## src/rtl/uart_pkg.sv

```systemverilog
// Types and constants shared by the UART receive path and its FIFO users.
package uart_pkg;

   typedef enum logic [2:0] {
      IDLE,
      START,
      DATA,
      PARITY,
      STOP,
      WAIT_HIGH
   } rx_state_t;

   typedef struct packed {
      logic       frame_err;
      logic       parity_err;
      logic [7:0] data;
   } rx_word_t;

   localparam int MIN_DIVISOR = 4;

endpackage

```

## src/rtl/sync_fifo.sv

```systemverilog
// First-word fall-through FIFO; the head word is visible on pop_data while not empty.
module sync_fifo #(
   parameter int WIDTH = 8,
   parameter int DEPTH = 16
) (
   input  logic                     clk,
   input  logic                     nreset,
   input  logic                     push,
   input  logic [WIDTH-1:0]         push_data,
   input  logic                     pop,
   output logic [WIDTH-1:0]         pop_data,
   output logic                     full,
   output logic                     empty,
   output logic [$clog2(DEPTH):0]   level
);

   localparam int AW = $clog2(DEPTH);

   logic [WIDTH-1:0] mem_q [DEPTH];
   logic [AW-1:0]    wr_ptr_q;
   logic [AW-1:0]    rd_ptr_q;
   logic [AW:0]      level_q;
   logic             do_push;
   logic             do_pop;

   assign empty    = (level_q == '0);
   assign full     = (level_q == (AW+1)'(DEPTH));
   assign do_pop   = pop && !empty;
   // A pop in the same cycle frees the slot a full FIFO needs for the push.
   assign do_push  = push && (!full || do_pop);
   assign pop_data = empty ? '0 : mem_q[rd_ptr_q];
   assign level    = level_q;

   always_ff @(posedge clk) begin
      if (do_push) begin
         mem_q[wr_ptr_q] <= push_data;
      end
   end

   always_ff @(posedge clk) begin
      if (!nreset) begin
         wr_ptr_q <= '0;
         rd_ptr_q <= '0;
         level_q  <= '0;
      end else begin
         if (do_push) wr_ptr_q <= wr_ptr_q + AW'(1);
         if (do_pop)  rd_ptr_q <= rd_ptr_q + AW'(1);
         case ({do_push, do_pop})
            2'b10:   level_q <= level_q + (AW+1)'(1);
            2'b01:   level_q <= level_q - (AW+1)'(1);
            default: level_q <= level_q;
         endcase
      end
   end

endmodule

```

## src/rtl/uart_rx_ctrl.sv

```systemverilog
// UART receiver: 8 data bits, optional parity, 1 stop bit, LSB first, with a receive FIFO.
module uart_rx_ctrl
   import uart_pkg::*;
#(
   parameter int DIV_WIDTH  = 16,
   parameter int FIFO_DEPTH = 16
) (
   input  logic                          clk,
   input  logic                          nreset,
   input  logic                          rx,
   input  logic                          cfg_enable,
   input  logic [DIV_WIDTH-1:0]          cfg_divisor,
   input  logic                          cfg_parity_en,
   input  logic                          cfg_parity_odd,
   output logic                          out_valid,
   input  logic                          out_ready,
   output logic [7:0]                    out_data,
   output logic                          out_parity_err,
   output logic                          out_frame_err,
   output logic [$clog2(FIFO_DEPTH):0]   fifo_level,
   output logic                          overrun,
   input  logic                          clear_overrun,
   output logic                          busy
);

   rx_state_t            state_q;
   logic                 sync1_q;
   logic                 rxs_q;
   logic [DIV_WIDTH-1:0] cnt_q;
   logic [DIV_WIDTH-1:0] div_q;
   logic [DIV_WIDTH-1:0] div_d;
   logic                 par_en_q;
   logic                 par_odd_q;
   logic [2:0]           idx_q;
   logic [7:0]           shreg_q;
   logic                 perr_q;
   logic                 overrun_q;
   logic                 overrun_d;
   logic                 tick;
   logic                 push;
   logic                 fifo_full;
   logic                 fifo_empty;
   rx_word_t             push_word;
   rx_word_t             head_word;

   assign tick = (cnt_q == '0);
   assign push = cfg_enable && (state_q == STOP) && tick;
   assign push_word = '{frame_err: !rxs_q, parity_err: perr_q, data: shreg_q};

   // Out-of-range divisors are clamped so the start-bit half period never underflows.
   assign div_d = (cfg_divisor < DIV_WIDTH'(MIN_DIVISOR)) ? DIV_WIDTH'(MIN_DIVISOR) : cfg_divisor;

   always_ff @(posedge clk) begin
      if (!nreset) begin
         state_q   <= IDLE;
         sync1_q   <= 1'b1;
         rxs_q     <= 1'b1;
         cnt_q     <= '0;
         div_q     <= DIV_WIDTH'(MIN_DIVISOR);
         par_en_q  <= 1'b0;
         par_odd_q <= 1'b0;
         idx_q     <= '0;
         shreg_q   <= '0;
         perr_q    <= 1'b0;
      end else begin
         sync1_q <= rx;
         rxs_q   <= sync1_q;
         if (!cfg_enable) begin
            state_q <= IDLE;
         end else if (state_q == IDLE) begin
            if (!rxs_q) begin
               cnt_q     <= (div_d >> 1) - DIV_WIDTH'(1);
               div_q     <= div_d;
               par_en_q  <= cfg_parity_en;
               par_odd_q <= cfg_parity_odd;
               perr_q    <= 1'b0;
               state_q   <= START;
            end
         end else if (state_q == WAIT_HIGH) begin
            if (rxs_q) state_q <= IDLE;
         end else if (!tick) begin
            cnt_q <= cnt_q - DIV_WIDTH'(1);
         end else begin
            cnt_q <= div_q - DIV_WIDTH'(1);
            case (state_q)
               START: begin
                  idx_q   <= '0;
                  state_q <= rxs_q ? IDLE : DATA;
               end
               DATA: begin
                  shreg_q <= {rxs_q, shreg_q[7:1]};
                  idx_q   <= idx_q + 3'd1;
                  if (idx_q == 3'd7) state_q <= par_en_q ? PARITY : STOP;
               end
               PARITY: begin
                  perr_q  <= rxs_q ^ (^shreg_q) ^ par_odd_q;
                  state_q <= STOP;
               end
               STOP:    state_q <= rxs_q ? IDLE : WAIT_HIGH;
               default: state_q <= IDLE;
            endcase
         end
      end
   end

   // A drop sets the sticky flag even when a clear arrives in the same cycle.
   always_comb begin
      overrun_d = overrun_q;
      if (push && fifo_full && !(out_valid && out_ready)) overrun_d = 1'b1;
      else if (clear_overrun)                             overrun_d = 1'b0;
   end

   always_ff @(posedge clk) begin
      if (!nreset) overrun_q <= 1'b0;
      else         overrun_q <= overrun_d;
   end

   sync_fifo #(
      .WIDTH ($bits(rx_word_t)),
      .DEPTH (FIFO_DEPTH)
   ) u_fifo (
      .clk       (clk),
      .nreset    (nreset),
      .push      (push),
      .push_data (push_word),
      .pop       (out_valid && out_ready),
      .pop_data  (head_word),
      .full      (fifo_full),
      .empty     (fifo_empty),
      .level     (fifo_level)
   );

   assign out_valid      = !fifo_empty;
   assign out_data       = head_word.data;
   assign out_parity_err = head_word.parity_err;
   assign out_frame_err  = head_word.frame_err;
   assign overrun        = overrun_q;
   assign busy           = (state_q != IDLE);

endmodule

```

## config.mk

```make
export PLATFORM = sky130hd
export DESIGN_NAME = uart_rx_ctrl
export DESIGN_NICKNAME = d
export VERILOG_FILES = /design/src/rtl/uart_pkg.sv /design/src/rtl/sync_fifo.sv /design/src/rtl/uart_rx_ctrl.sv
export SDC_FILE = /design/constraint.sdc
export NUM_CORES = 1
export LEC_CHECK = 0
export ABC_CLOCK_PERIOD_IN_PS = 2870
export BUFFER_PORTS_ARGS = -buffer_cell sky130_fd_sc_hd__buf_2
export CORE_ASPECT_RATIO = 1.2
export CORE_UTILIZATION = 40
export DETAILED_ROUTE_END_ITERATION = 12
export PLACE_DENSITY = 0.66
export SYNTH_ARGS = -nofsm -noshare
export SYNTH_HDL_FRONTEND = slang
export SYNTH_SLANG_ARGS = --single-unit
```

## constraint.sdc

```tcl
create_clock -name clk -period 2.87 [get_ports clk]
set_input_delay 0.574 -clock clk [delete_from_list [all_inputs] [get_ports clk]]
set_output_delay 0.574 -clock clk [all_outputs]
set_load 0.005 [all_outputs]
```

* Yosys cells after proc, flatten, opt, wreduce, memory -nomap -nowiden
Memory sizes are Yosys's and may differ from the RTL's. A register that Yosys moved wholly into a read port is not among the register bits.
Cells that the tools add are included.
** Cells by class
- Add/sub/neg operators :: 8
- Bitwise logic cells :: 5
- Equal/unequal tests :: 13
- Mux-type cells :: 29
- Order comparisons :: 1
- Reductions and logical operators :: 30
** Operator list (count)
- $mux 16 :: 5
- $sub 16x1->16 const B :: 2
- $mux 3 :: 8
- $logic_not 16->1 :: 1
- $lt 16x3->1 const B :: 1
- $sub 15x1->16 const B :: 1
- $reduce_and 5->1 :: 3
- $pmux 3 s4 :: 1
- $mux 10 :: 1
- $pmux 5 s2 :: 1
- $reduce_bool 2->1 :: 5
- $eq 3x3->1 const B :: 3
- $mux 1 :: 9
- $add 4x1->4 const B :: 2
- $mux 4 :: 2
- $reduce_xor 8->1 :: 1
- $logic_and 1x1->1 :: 7
- $eq 3x2->1 const B :: 2
- $pmux 3 s2 :: 1
- $reduce_and 3->1 :: 2
- $reduce_bool 3->1 :: 2
- $add 5x1->5 const B :: 1
- $eq 5x5->1 const B :: 1
- $logic_not 5->1 :: 1
- 16 further kinds :: 23
** Storage, ports and cells
- Bits in writable memories :: 160
- Bits in registers :: 65
- Memories :: 1
- Logic and storage cells :: 101
- Output and inout bits :: 18
** Memory list
- u_fifo.mem_q :: depth 16, width 10, rd ports 1, clocked after Yosys merged registers in 1, write ports 1, RTL line sync_fifo.sv:19 : logic [WIDTH-1:0] mem_q [DEPTH];

* Longest topological paths before layout
Gate-level depths: netlist (run 1).
- Depth in word-level cells :: 8
- Mapped depth :: 14
- Depth with buffers taken out :: 12

* Hierarchy
A second synthesis (run 1) with hierarchy kept.
** Unflattened totals
- Cell total of the unflattened synthesis :: 750
- Area total of the unflattened synthesis :: 10083.4 um^2
** Modules (own cells, without submodules)
- sync_fifo :: area each 7200.7 um^2, seq. area each 5144.9 um^2, cells each 383, instances 1
- uart_rx_ctrl :: area each 2882.8 um^2, seq. area each 1041.0 um^2, cells each 367, instances 1

* Worst setup path after synthesis (run 1)
OpenSTA, ideal clock, no wires.
- Path type :: register to register
- Start :: register u_fifo.level_q[0] (netlist: u_fifo.level[0])
- End :: register u_fifo.level_q[4] (netlist: u_fifo.level[4])
- Clock period less this slack :: 2947 ps
- Path slack :: -77 ps
- Stages on the path, launching flop included :: 14
- Setup time :: 71 ps
- Required time :: 2799 ps
- Arrival time :: 2876 ps
- Cell sequence :: dfxtp_1 > or4_1 > nor3b_1 > nand4b_1 > buf_2 > ha_1 > inv_1 > fa_1 > inv_1 > a21o_1 > a21oi_1 > xnor2_1 > or3_1 > a21oi_1
** Between the ends
- Word-level cells in the longest chain between the ends :: 8
** Ends and longest elaborated chain
- start: declaration :: RTL line sync_fifo.sv:22 : logic [AW:0] level_q;
- start signal: assignment :: RTL line sync_fifo.sv:49 : 2'b10: level_q <= level_q + (AW+1)'(1);
- start signal: assignment :: RTL line sync_fifo.sv:50 : 2'b01: level_q <= level_q - (AW+1)'(1);
- start signal: assignment :: RTL line sync_fifo.sv:51 : default: level_q <= level_q;
- $logic_not 5->1 :: RTL line sync_fifo.sv:26 : assign empty = (level_q == '0);
- $logic_not 1->1 :: RTL line sync_fifo.sv:28, uart_rx_ctrl.sv:133
- $logic_and 1x1->1 :: RTL line uart_rx_ctrl.sv:126 : .pop (out_valid && out_ready),
- $logic_and 1x1->1 :: RTL line sync_fifo.sv:28 : assign do_pop = pop && !empty;
- $logic_or 1x1->1 :: RTL line sync_fifo.sv:30 : assign do_push = push && (!full || do_pop);
- $logic_and 1x1->1 :: RTL line sync_fifo.sv:30
- $eq 2x1->1 / $eq 2x2->1 (equally long branches) :: RTL line sync_fifo.sv:48 : case ({do_push, do_pop})
- $pmux 5 s2 / $reduce_bool 2->1 (equally long branches)
Several ways; a longest one is shown, not always the timed one.
A chain may end at the register's enable or synchronous reset.

==> impl_metrics.tcl, run 1 <==
set metrics [dict create \
    cts_buffer_depth 3 \
    netlist_area_sq_um 9911 \
    synth-seq-cells 229 \
    start_util_pct 41.08 \
    die_area_sq_um 25410 \
    synth_edf_count 160 \
    antenna_cells 0 \
    hpwl_microns 13430 \
    n_fill_cell 2071 \
    swShare_pct 21.47 \
    fin_ws_ns -0.1645 \
    max_slew_margin_pct 52.28 \
    ios 42 \
    tritoncts "yes" \
    wl_microns 21000 \
    port_buffers 41 \
    ys_types 66 \
    syn_nets 734 \
    ys_warn_count 0 \
    worstPathMaxFanout 6 \
    h-tree-depth 1 \
    gp_congestion 0.8093 \
    worstSkewPairLatency_ns 0.52 \
    post-route-util_pct 48.18 \
    grt_usage_pct 16.92 \
    avgSynthCellArea_sq_um 14.22 \
    ys_async_sr_fraction_pct 0 \
    finalHoldViolCount 0 \
    start_kind "flip-flop" \
    synth_ff_type "edfxtp_1" \
    drtAntennaViolNets 0 \
    leakage_uw 0.003979 \
    grt_first_pass_wirelength_microns 33330 \
    slew_viol_final 0 \
    switchingPower_uw 1414 \
    row_count 62 \
    finalClockSkew_ns 0.01180 \
    comb_power_share_pct 3.8 \
    grt_overflow_total 0 \
    whs_ns 0.2357 \
    routedWlPerCell_microns 18.70 \
    drc 0 \
    finalSetupViolCount 11 \
    seqPwrFrac_pct 53.6 \
    worstSetupPathType "reg2out" \
    cts-buffers-inserted 24 \
    cap_violations 0 \
    grt_pass1_vias 6055 \
    ys_seq_area_share_pct 62.42 \
    fin_tns_setup_ns -1.383 \
    clock_sinks 229 \
    die_h_microns 174.4 \
    synthCells 697 \
    hold_depth 2 \
    status "finished with violations" \
    grt_antenna_before_repair 0 \
    drive_above_1_share_pct 26.77 \
    hold_path.class "in2reg" \
    rsz0062_at_grt "true" \
    vdd_drop_max_mv 0.3753 \
    grt_max_degree 50 \
    fmax_ghz 0.3295 \
    tightest_slew_ns 0.7159 \
    nets 823 \
    power_density_nw_per_um2 566.7 \
    ctsRootBufferMaster "clkbuf_16" \
    cp-end-kind "output pin" \
    cts_hold_buf 0 \
    vias 5980 \
    intPower_uw 5173 \
    cp.required_ns 2.30 \
    drtPass1Iterations 5 \
    drt-initial-drc-count 221 \
    viasPerCell 5.325 \
    die_w_microns 145.7 \
    fin_crit_sh_pct 105.7 \
    core_sq_um 24130 \
    period_needed_ns 3.034 \
    clockPowerShare_pct 42.6 \
    area.growth.synth_to_final_pct 17.28 \
    rr_worst_depth 12 \
    violations "negative setup slack" \
    cp.arrival_ns 2.46 \
    clk_pin_slew_ns 0.06 \
]
-- final timing paths --
| path | from | endpoint | slack (ns) |
|---|---|---|---|
| worst min register to register | par_en_q | par_en_q | 0.45 |
| worst max register to register | u_fifo.level[0] | u_fifo.level[4] | -0.01 |
| worst min-delay path | rx | sync1_q | 0.24 |
| worst max-delay path | flip-flop | out_data[6] | -0.16 |
-- sequential cells by signal (all words and copies together), names as in the netlist, named ones only --
register / cells
cnt_q: 16
div_q: 16
idx_q: 3
overrun: 1
par_en_q: 1
par_odd_q: 1
perr_q: 1
rxs_q: 1
shreg_q: 8
state_q: 3
sync1_q: 1
u_fifo.level: 5
u_fifo.mem_q: 160
u_fifo.rd_ptr_q: 4
u_fifo.wr_ptr_q: 4
-- cell families after synthesis --
kind of cell    Yosys count  synth area share [%]
flops                   229                 62.42
simple gates            194                 10.49
compound gates          112                 7.247
mux                      67                 13.09
buf+inv                  54                 2.563
xor+xnor                 28                 2.474
fa+ha+maj                13                 1.717
-- final cells by class --
cell class	count	area [sq um]	area share [%]
sequential	229	6191	53.26
multi-input combinational	414	3498	30.10
timing repair buffer	101	763.2	6.566
clock buffer	30	633.1	5.447
tap	320	400.4	3.445
clock inverter	13	77.57	0.6674
inverter	16	60.06	0.5167
-- power by group through the flow --
| stage | Combinational, uW | Sequential [uW] | Clock, uW |
|---|---|---|---|
| final | 252 | 3530 | 2810 |
| after floorplan | 166 | 3590 | 0 |
| after global routing | 277 | 3530 | 3000 |
| after detailed placement | 250 | 3600 | 0 |
| after global placement | 248 | 3600 | 0 |
| after CTS | 252 | 3530 | 2860 |
-- through the flow --
| stage | cell area, sq um | cells | setup slack, ns | total power, uW |
|---|---|---|---|---|
| 5_1_grt | 11620 | 1123 | -0.2332 | 6807 |
| 3_3_place_gp | 10770 | 1073 | 0.1114 | 3847 |
| 3_5_place_dp | 10770 | 1073 | 0.03332 | 3849 |
| 6_report | 11620 | 1123 | -0.1645 | 6587 |
| 4_1_cts | 11580 | 1120 | -0.1899 | 6643 |
| 2_1_floorplan | 9921 | 697 | 0.01256 | 3758 |
-- cell usage in the layout (no fill, tap or decap), types with 12 or more instances in the layout --
cell type  netlist  routed
buf_4            4      53
o21ai_0         24      24
mux2i_1         16      16
mux4_2          50      50
edfxtp_1       160     160
dfxtp_1         69      67
a21oi_1         49      48
inv_1           15      15
clkbuf_16        0      25
xnor2_1         17      17
and2_1          12      12
nor2_1          53      53
buf_2            9      41
nand2_1         50      50
-- timing repair --
action / 4_1_cts / 5_1_grt
buffers inserted: 2 / 2
setup endpoints to repair: 10 / 11
cloned: 2 / 1
gates resized for setup: 6 / 2
pin swaps: 0 / 1
-- worst max-delay path: stages (launching register included) --
cell	delay, ns
dfxtp_4	0.38
buf_4	0.16
buf_12	0.13
mux4_2	0.49
mux4_2	0.51
nor2b_1	0.15
buf_2	0.12
-- metal layers --
layer / GRT usage (%) / part of all wire, % / vias to the layer above / wire length, microns
met5: 0 / 0 / - / 0
met4: 4.912 / 1.9 / 0 / 393
met3: 2.598 / 4.0 / 31 / 848
met2: 29.76 / 51 / 139 / 10720
met1: 21.49 / 43 / 2985 / 9036
li1: - / - / 2825 / -
-- cell usage after synthesis (7+ instances only) --
master,count,share of area [%]
and2_1,12,0.76
clkbuf_1,21,0.80
ha_1,12,1.5
or3_1,7,0.44
dfxtp_1,69,14
nor2_1,53,2.0
nor3b_1,7,0.53
nand2_1,50,1.9
nor3_1,8,0.40
xnor2_1,17,1.5
xor2_1,11,0.97
edfxtp_1,160,48
mux2i_1,16,1.6
mux4_2,50,11
buf_2,9,0.45
a21oi_1,49,2.5
inv_1,15,0.57
nor2b_1,11,0.69
o21ai_0,24,1.2
No activity file was read; power rests on OpenSTA's default activity.
==> inputs of run 2 (changes only) <==
--- a/config.mk
+++ b/config.mk
@@ -10,7 +10,6 @@
 export CORE_ASPECT_RATIO = 1.2
 export CORE_UTILIZATION = 40
 export DETAILED_ROUTE_END_ITERATION = 12
-export PLACE_DENSITY = 0.66
 export SYNTH_ARGS = -nofsm -noshare
 export SYNTH_HDL_FRONTEND = slang
 export SYNTH_SLANG_ARGS = --single-unit
==> impl_metrics.tcl, run 2 (synthesis gave the netlist of run 1 again) <==
set metrics [dict create \
    power_density_nw_per_um2 572.8 \
    clockPowerShare_pct 43.6 \
    clk_pin_slew_ns 0.06 \
    grt_max_degree 49 \
    clock_sinks 229 \
    rr_worst_depth 12 \
    worstSkewPairLatency_ns 0.51 \
    worstHoldStart "rx" \
    violations "negative setup slack" \
    hpwl_microns 14930 \
    cp_slowest_cell "mux4_2" \
    finalHoldViolCount 0 \
    routedWlPerCell_microns 19.27 \
    hold_depth 2 \
    nets 831 \
    reg.largest.list "u_fifo.mem_q (160), cnt_q (16), div_q (16)" \
    die_h_microns 174.4 \
    seqPwrFrac_pct 52.4 \
    post-route-util_pct 48.71 \
    area.growth.synth_to_final_pct 18.57 \
    largest_reg_flops 160 \
    start_util_pct 41.08 \
    cts-buffers-inserted 24 \
    dp_slack_ns -0.02422 \
    cp.required_ns 2.30 \
    regMostFlops "u_fifo.mem_q" \
    reg2reg_from "u_fifo.level[0]" \
    finalSetupViolCount 10 \
    period_needed_ns 3.023 \
    worstSetupPathType "reg2out" \
    finalClockSkew_ns 0.02230 \
    leakage_uw 0.004047 \
    worstPathMaxFanout 9 \
    grt_overflow_total 0 \
    drtAntennaViolNets 0 \
    comb_power_share_pct 4.0 \
    die_w_microns 145.7 \
    vias 6070 \
    swShare_pct 20.83 \
    grt_pass1_vias 6530 \
    tightest_slew_ns 0.6683 \
    ios 42 \
    cts_buffer_depth 3 \
    grt_usage_pct 17.71 \
    cp.arrival_ns 2.45 \
    cts_hold_buf 0 \
    drt-initial-drc-count 326 \
    slowest_delay_ns 0.53 \
    layout_commonest_cell "edfxtp_1" \
    slew_viol_final 0 \
    antenna_cells 0 \
    hold_path.class "in2reg" \
    grt_antenna_before_repair 0 \
    drtPass1Iterations 5 \
    row_count 62 \
    p_total_uw 6731 \
    drc 0 \
    grt_first_pass_wirelength_microns 34980 \
    die_area_sq_um 25410 \
    r2r_end "u_fifo.level[4]" \
    fmax_ghz 0.3308 \
    fin_tns_setup_ns -1.052 \
    gp_congestion 0.8491 \
    port_buffers 41 \
    status "finished with violations" \
    most-common-layout-cells "edfxtp_1 (160), dfxtp_1 (65), buf_4 (62)" \
    crit_chain "buf_12 > mux4_2 > mux4_2 > nor2b_1 > buf_2" \
    viasPerCell 5.362 \
    crit_family "multiplexers" \
    h-tree-depth 1 \
    critical_path_buf_inv_count 2 \
    cap_violations 0 \
    switchingPower_uw 1402 \
    ctsRootBufferMaster "clkbuf_16" \
    start_kind "flip-flop" \
    rsz0062_at_grt "true" \
    r2r_slack_ns 0.12 \
    wl_microns 21810 \
    min_delay_worst_endpoint "sync1_q" \
    fin_ws_ns -0.1530 \
    drive_above_1_share_pct 28.57 \
    intPower_uw 5330 \
    vdd_drop_max_mv 0.4518 \
    max_slew_margin_pct 55.45 \
    fin_crit_sh_pct 105.3 \
    cp-end-kind "output pin" \
    tritoncts "yes" \
    core_sq_um 24130 \
    critPathMostFrequentCell "mux4_2" \
]
## run 2: power groups by stage
stage	clock network, uW	logic (uW)	registers (uW)
after global placement	0	252	3600
after detailed placement	0	256	3600
after CTS	2990	257	3530
after global routing	3130	295	3530
after floorplan	0	166	3590
final	2930	269	3530
## run 2: layout make-up
type | instances | area (sq um)
well taps | 320 | 400.4
clock buffers | 30 | 654.4
repair buffers | 109 | 803.3
multi-input cells | 414 | 3531
fillers | 2101 | 12370
clock inverters | 14 | 103.9
flip-flops and latches | 229 | 6198
inverters | 16 | 60.06
## run 2: worst reg2reg max path, delay by kind of cell (launching register included)
family | cells | cell delay [ns]
buffers and inverters | 2 | 0.13
xor gates and xnor gates | 1 | 0.13
AOI/OAI and AO/OA | 3 | 0.30
adders and majority gates | 2 | 0.61
DFF | 1 | 0.32
and+or+nand+nor | 4 | 1.20
## run 2: metrics by stage
step           cell area [sq um]  hold slack (ns)  instances
3_5_place_dp               10860           0.4016       1082
3_3_place_gp               10860           0.4041       1082
6_report                   11750           0.2458       1132
5_1_grt                    11750           0.2339       1132
2_1_floorplan               9921           0.3863        697
4_1_cts                    11690           0.2302       1130
## run 2: how the worst max path moves through the flow
stage / to / depth (start not counted)
final: out_data[0] / 5
after global routing: out_data[0] / 5
after CTS: out_data[5] / 5
after detailed placement: cnt_q[6] / 13
after global placement: cnt_q[6] / 13
after floorplan: u_fifo.level[4] / 13
## run 2: routing by layer
metal / part of all wire (%) / GRT usage, % / routed length [microns]
met5: 0 / 0 / 0
met3: 4.5 / 2.572 / 980
met4: 2.4 / 5.614 / 522
met2: 54 / 33.61 / 11850
met1: 39 / 20.28 / 8454
## run 2: repair_timing
item / in CTS / in global routing
cloned: 1 / 1
pin swaps: 2 / 8
resized for setup: 4 / 12
setup endpoints to repair: 11 / 12
buffers inserted: 3 / 2
==> inputs of run 3 (changes only) <==
--- a/config.mk
+++ b/config.mk
@@ -10,6 +10,9 @@
 export CORE_ASPECT_RATIO = 1.2
 export CORE_UTILIZATION = 40
 export DETAILED_ROUTE_END_ITERATION = 12
+export RECOVER_POWER = 100
+export SLEW_MARGIN = 20
 export SYNTH_ARGS = -nofsm -noshare
 export SYNTH_HDL_FRONTEND = slang
 export SYNTH_SLANG_ARGS = --single-unit
+export TNS_END_PERCENT = 1
==> impl_metrics.tcl, run 3 (synthesis gave the netlist of run 1 again) <==
set metrics [dict create \
    cts_hold_buf 0 \
    period_needed_ns 2.974 \
    vias 6055 \
    grt_pass1_vias 6495 \
    fin_crit_sh_pct 103.6 \
    most-common-layout-cells "edfxtp_1 (160), dfxtp_1 (67), nor2_1 (53)" \
    rsz0062_at_grt "true" \
    reg2reg_from "u_fifo.level[0]" \
    fmax_ghz 0.3363 \
    drc 0 \
    grt_antenna_before_repair 0 \
    cts_setup_buffers 0 \
    die_area_sq_um 25410 \
    layout_commonest_cell "edfxtp_1" \
    regMostFlops "u_fifo.mem_q" \
    finalHoldViolCount 0 \
    whs_ns 0.2462 \
    n_fill_cell 2143 \
    h-tree-depth 1 \
    drt-initial-drc-count 353 \
    grt_usage_pct 17.48 \
    routedWlPerCell_microns 19.04 \
    hold_path.class "in2reg" \
    ctsRootBufferMaster "clkbuf_16" \
    cts-buffers-inserted 24 \
    nets 825 \
    area.growth.synth_to_final_pct 15.93 \
    gp_congestion 0.8491 \
    power_density_nw_per_um2 583.8 \
    r2r_slack_ns -0.02 \
    core_sq_um 24130 \
    clk_pin_slew_ns 0.06 \
    slew_viol_final 0 \
    cp.arrival_ns 2.40 \
    port_buffers 41 \
    worstPathMaxFanout 17 \
    largest_reg_flops 160 \
    cp.required_ns 2.30 \
    viasPerCell 5.377 \
    die_w_microns 145.7 \
    clock_sinks 229 \
    ios 42 \
    drive_above_1_share_pct 24.57 \
    fin_ws_ns -0.1038 \
    grt_overflow_total 0 \
    hpwl_microns 14930 \
    row_count 62 \
    cap_violations 0 \
    violations "negative setup slack" \
    start_util_pct 41.08 \
    tritoncts "yes" \
    grt_first_pass_wirelength_microns 34630 \
    leakage_uw 0.003910 \
    tightest_slew_ns 0.9545 \
    worstHoldStart "rx" \
    vdd_drop_max_mv 0.4524 \
    finalSetupViolCount 11 \
    worstSetupPathType "reg2out" \
    reg.largest.list "u_fifo.mem_q (160), cnt_q (16), div_q (16)" \
    cp-end-kind "output pin" \
    finalClockSkew_ns 0.02202 \
    die_h_microns 174.4 \
    drtPass1Iterations 5 \
    wl_microns 21440 \
    max_slew_margin_pct 36.37 \
    status "finished with violations" \
    grt_max_degree 49 \
    post-route-util_pct 47.62 \
    worstSkewPairLatency_ns 0.51 \
    start_kind "flip-flop" \
    drtAntennaViolNets 0 \
    cts_buffer_depth 3 \
    antenna_cells 0 \
]
run 3: cell count changes in the layout (fill, tap and decap cells not counted), moves of 4 or more:
cell	previous run	this run
buf_4	62	27
and2_1	12	3
clkbuf_2	0	14
clkbuf_4	0	4
and2_0	0	9
clkbuf_1	4	18
run 3: cell type report:
class | instances | area [sq um] | area share [%]
Timing Repair Buffer | 103 | 635.6 | 5.532
Sequential cell | 229 | 6193 | 53.90
Multi-Input combinational cell | 414 | 3442 | 29.96
Clock inverter | 14 | 103.9 | 0.9038
Clock buffer | 30 | 654.4 | 5.695
Tap cell | 320 | 400.4 | 3.485
Inverter | 16 | 60.06 | 0.5227
run 3: worst paths after layout:
check	cells past startpoint	end
max	5	out_data[7]
min	2	sync1_q
max reg2reg	12	u_fifo.level[4]
min reg2reg	1	rxs_q
run 3: through the flow:
step	setup WS, ns	std cells	power (uW)	setup TNS [ns]	cell area [sq um]
after global placement	-0.0008069	1082	3851	-0.0008069	10860
after CTS	-0.1527	1126	6777	-1.278	11620
after floorplan	0.01256	697	3758	0	9921
after global routing	-0.2014	1126	6928	-2.564	11490
final	-0.1038	1126	6708	-0.8350	11490
after detailed placement	-0.02422	1082	3855	-0.02422	10860
run 3: repair_timing:
item,in CTS,in global routing
pin swaps,0,1
setup endpoints to repair,11,11
cloned,0,0
resized for setup,2,1
run 3: where the power goes:
group / switching (uW) / internal, uW
clock network: 1220 / 1710
logic: 150 / 97.5
registers: 20.3 / 3510
run 3: metal layers:
| metal | share of wire (%) | track usage, % | wire length [microns] | vias to the layer above |
|---|---|---|---|---|
| met4 | 2.0 | 4.825 | 420 | 0 |
| li1 | - | - | - | 2833 |
| met1 | 39 | 20.19 | 8397 | 3041 |
| met2 | 54 | 33.33 | 11650 | 147 |
| met3 | 4.5 | 2.493 | 974 | 34 |
| met5 | 0 | 0 | 0 | - |
run 3: critical path, cell delays in order (launching register included):
cell and delay (ns):
dfxtp_4 0.37, buf_12 0.18, mux4_2 0.53, mux4_2 0.53, nor2b_1 0.15, buf_2 0.13
